## src/rtl/wb_port_arbiter.sv

```systemverilog
// Register-file write-port arbiter: pipeline write-back has priority, MDU results are force-slotted after STARVE_LIMIT lost cycles.
// Optional combinational bypass outputs (byp_valid/byp_addr/byp_data) are enabled by defining WB_ARB_BYPASS_EN.
module wb_port_arbiter #(
    parameter int STARVE_LIMIT = 4,
    parameter int DATA_W       = 32,
    parameter int ADDR_W       = 5
) (
    input  logic              clk,
    input  logic              reset,
    input  logic              pipe_wr_en,
    input  logic [ADDR_W-1:0] pipe_wr_addr,
    input  logic [DATA_W-1:0] pipe_wr_data,
    input  logic              mdu_valid,
    input  logic [ADDR_W-1:0] mdu_addr,
    input  logic [DATA_W-1:0] mdu_data,
    output logic              mdu_ready,
    output logic              stall_pipe,
    output logic              rf_we,
    output logic [ADDR_W-1:0] rf_waddr,
    output logic [DATA_W-1:0] rf_wdata,
    output logic              grant_src
`ifdef WB_ARB_BYPASS_EN
    ,
    output logic              byp_valid,
    output logic [ADDR_W-1:0] byp_addr,
    output logic [DATA_W-1:0] byp_data
`endif
);

    localparam int CNT_W = $clog2(STARVE_LIMIT + 1);
    localparam logic [CNT_W:0] LIMIT = (CNT_W + 1)'(STARVE_LIMIT);

    typedef enum logic {
        PIPE_PRI = 1'b0,
        FORCE    = 1'b1
    } state_t;

    state_t            r_state;
    state_t            w_state_nxt;
    logic [CNT_W-1:0]  r_cnt;
    logic [CNT_W-1:0]  w_cnt_nxt;
    logic [CNT_W:0]    w_cnt_inc;

    logic              w_pipe_win;
    logic              w_mdu_win;
    logic              w_win;
    logic [ADDR_W-1:0] w_win_addr;
    logic [DATA_W-1:0] w_win_data;

    logic              r_we;
    logic [ADDR_W-1:0] r_waddr;
    logic [DATA_W-1:0] r_wdata;
    logic              r_grant_src;

    // Winner selection: in FORCE the pipeline request is masked so the MDU gets the slot.
    always_comb begin
        w_pipe_win = (r_state == PIPE_PRI) && pipe_wr_en;
        w_mdu_win  = mdu_valid && !w_pipe_win;
        w_win      = w_pipe_win || w_mdu_win;
        w_win_addr = w_pipe_win ? pipe_wr_addr : mdu_addr;
        w_win_data = w_pipe_win ? pipe_wr_data : mdu_data;
    end

    assign mdu_ready  = w_mdu_win && !reset;
    assign stall_pipe = (r_state == FORCE);

    always_ff @(posedge clk) begin
        if (reset) begin
            r_state <= PIPE_PRI;
            r_cnt   <= '0;
        end else begin
            r_state <= w_state_nxt;
            r_cnt   <= w_cnt_nxt;
        end
    end

    always_comb begin
        w_state_nxt = r_state;
        w_cnt_nxt   = r_cnt;
        w_cnt_inc   = {1'b0, r_cnt} + {{CNT_W{1'b0}}, 1'b1};
        case (r_state)
            PIPE_PRI: begin
                if (!mdu_valid || w_mdu_win) begin
                    w_cnt_nxt = '0;
                end else if (w_cnt_inc >= LIMIT) begin
                    // Losing again would hit the limit: reserve the next cycle for the MDU.
                    w_state_nxt = FORCE;
                    w_cnt_nxt   = '0;
                end else begin
                    w_cnt_nxt = w_cnt_inc[CNT_W-1:0];
                end
            end
            FORCE: begin
                w_state_nxt = PIPE_PRI;
                w_cnt_nxt   = '0;
            end
            default: begin
                w_state_nxt = PIPE_PRI;
                w_cnt_nxt   = '0;
            end
        endcase
    end

    // Register-0 winners are consumed but never reach the register file.
    always_ff @(posedge clk) begin
        if (reset) begin
            r_we        <= 1'b0;
            r_waddr     <= '0;
            r_wdata     <= '0;
            r_grant_src <= 1'b0;
        end else begin
            r_we <= w_win && (w_win_addr != '0);
            if (w_win) begin
                r_waddr     <= w_win_addr;
                r_wdata     <= w_win_data;
                r_grant_src <= w_mdu_win;
            end
        end
    end

    assign rf_we     = r_we;
    assign rf_waddr  = r_waddr;
    assign rf_wdata  = r_wdata;
    assign grant_src = r_grant_src;

`ifdef WB_ARB_BYPASS_EN
    assign byp_valid = w_win && (w_win_addr != '0);
    assign byp_addr  = w_win_addr;
    assign byp_data  = w_win_data;
`endif

endmodule

```

## config.mk

```make
export PLATFORM = sky130hd
export DESIGN_NAME = wb_port_arbiter
export DESIGN_NICKNAME = d
export VERILOG_FILES = /design/src/rtl/wb_port_arbiter.sv
export SDC_FILE = /design/constraint.sdc
export NUM_CORES = 1
export LEC_CHECK = 0
export ABC_AREA = 1
export CELL_PAD_IN_SITES_DETAIL_PLACEMENT = 0
export CELL_PAD_IN_SITES_GLOBAL_PLACEMENT = 1
export CORE_MARGIN = 8
export CORE_UTILIZATION = 26
export DETAILED_ROUTE_END_ITERATION = 8
export HOLD_SLACK_MARGIN = 0.06
export PLACE_DENSITY = 0.89
export SLEW_MARGIN = 25
export SYNTH_ARGS = -nofsm -noshare
export SYNTH_HDL_FRONTEND = slang
export SYNTH_SLANG_ARGS = --single-unit
```

## constraint.sdc

```tcl
create_clock -name clk -period 2.9 [get_ports clk]
set_clock_uncertainty 0.05 [all_clocks]
set_input_delay 0.725 -clock clk [delete_from_list [all_inputs] [get_ports clk]]
set_output_delay 0.725 -clock clk [all_outputs]
set_load 0.01 [all_outputs]
```

==> reports/results.ini <==
[min_path]
hold_path_class=flip-flop to flip-flop
holdCritStartpoint=r_cnt[0]

[timing]
period_minus_slack_ns=2.79
setup_ws_ns=0.106
max_freq_mhz=358
worstMarginPinSlew_ns=0.670
finalHoldViolations=0
finalSetupViolCount=0
min_period_over_period_pct=96.4
slew_violations=0
max-slew-margin-rel_pct=55.3
rsz0062_at_grt=false
holdWs_ns=0.404
setup-tns-final_ns=0

[worst_setup_path]
endpoint_kind=output port
cp_slowest_cell=clkdlybuf4s50_1
critPathRequiredTime_ns=2.12
cp.arrival_ns=2.02
startpoint=pipe_wr_en
start_kind=input port
cpMostUsedCell=clkdlybuf4s50_1
critPathMaxStageDelay_ns=0.56
cp_cell_sequence=clkdlybuf4s50_1 -> nand2_2 -> nand2_1 -> nor2_1 -> clkdlybuf4s50_1
r2r-start=stall_pipe
crit_fanout=2
crit_type=input port to output port

[clock_network]
cts_buffers=5
tritoncts=built
holdBufCountCts=0
cts_setup_buffers=0
path_clk_slew_ns=0.08
cts_root_buffer=clkbuf_8
htreeDepth=2
cts.sinks=43
cts_max_path_buffers=2
cts_resized=0
clk_latency_ns=0.29

[cells_and_area]
final_util_pct=44.5
antennaDiodeCount=0
drive_above_1_share_pct=6.74
fin_cells=455
syn2layout_area_growth_pct=67.7
nets=436
stdcell_area_sq_um=3170
n_fill_cell=739

[die]
row_count=31
core_area_sq_um=7140
chipWidth_um=101
die_h_um=101
die_area_sq_um=10300
io_pins=119
initial_core_util_pct=26.5

[power]
power.switching_mw=0.362
total_power_mw=1.36
netSwitchingFraction_pct=26.6
clock_power_share_pct=26.4
vdd_ir_drop_max_mv=0.166
power.internal_mw=0.999
seqPwrFrac_pct=48.3
power_density_nw_per_um2=429
combinationalPowerShare_pct=25.3
leakagePower_nw=1.22

[yosys]
syn_nets=326
yosys-top-cells-area=dfxtp_1, nand2_1, a31oi_1
yosysUniqueCellTypes=23
yosysTopAreaCell=dfxtp_1
synth_top_area_share_pct=45.5
synth_seq_cells=43
yosys_warnings=0
synth_area_per_cell_sq_um=7.66
synth.yosys.seq_area_share_pct=45.5
syn-cell-area_sq_um=1890
synth_cells=247

[drt]
drt-total-wl_um=6830
drtIter0Drc=61
vias=2081
avgViaCountPerCell=4.57
wl_per_cell_um=15.0
ant_nets=0
drc=0
drt-pass1-iter-count=4

[placed_design]
placed_area_sq_um=3100
place_ws_ns=0.0952
dp_hpwl_um=4830
finalWeightedCongestion=0.779
port_buffers=118
place_inst=449

[global_route]
grt_max_degree=74
antenna_found_initial=0
gr-usage-all-layers_pct=12.9
grt_pass1_vias=2124
grt_pass1_wl_um=10500
grt-ovfl-total=0

[outcome]
status=completed

[run]
cap_violations=0

==> cell type report <==
type	count	area, sq um	share of cell area (%)
inverter	12	47.5	1.50
multi-input combinational	172	851	26.8
clock buffer	6	72.6	2.29
sequential	43	861	27.1
tap	99	124	3.90
timing repair buffer	123	1220	38.4
==> path summary, 6_finish.rpt <==
| check | depth (start not counted) | slack (ns) | to |
|---|---|---|---|
| hold / removal | 1 | 0.40 | r_cnt[0] |
| setup / recovery | 5 | 0.11 | mdu_ready |
| hold reg to reg | 1 | 0.40 | r_cnt[0] |
| setup reg to reg | 6 | 1.21 | rf_waddr[0] |
==> power by group through the flow <==
stage	clock, mW	combinational (mW)	sequential, mW
4_1_cts	0.379	0.350	0.658
5_1_grt	0.387	0.375	0.664
2_1_floorplan	0	0.119	0.691
3_3_place_gp	0	0.344	0.670
3_5_place_dp	0	0.348	0.671
6_report	0.359	0.344	0.658
==> registers in the layout, indices dropped and copies added, names as in the netlist <==
signal      cells
rf_waddr        5
r_cnt           3
rf_wdata       32
rf_we           1
grant_src       1
stall_pipe      1
==> cells in the final DEF (no fill, tap or decap), drive strengths merged <==
cell type	instances
clkbuf	6
buf	5
inv	12
ha	1
nand2	78
a21oi	5
nor2	8
nand3b	1
nand4	1
dfxtp	43
clkdlybuf4s50	118
nand3	5
o21ai	40
conb	1
a31oi	32
==> cells by family after synthesis <==
kind of cell,share of synthesized area (%)
buffers and inverters,9.58
AO/OA/AOI/OAI,24.5
other,0.198
adder cells (fa/ha/maj),0.661
AND/OR/NAND/NOR,19.6
flip-flops,45.5
==> critical path: cells and delay by family <==
kind	cells	cell delay, ns
buffers and inverters	2	0.99
AND/OR/NAND/NOR	3	0.30
==> Yosys cell counts <==
cell,n
dfxtp_1,43
ha_1,1
nand4_1,1
inv_4,1
clkbuf_1,3
a31oi_1,32
buf_6,4
nand3_1,5
buf_8,1
o21ai_0,34
buf_2,11
nand3b_1,1
nor2_1,8
a21oi_1,1
inv_2,1
conb_1,1
a21oi_2,4
buf_4,1
nand2_1,76
nand2_2,1
o21ai_2,6
nand2_4,1
inv_1,10
==> layer usage <==
metal	track usage (%)	routed length, um
met1	14.1	2770
met2	23.5	3490
met3	3.23	436
met4	4.93	136
met5	0	0
(Power assumes the default switching activity.)
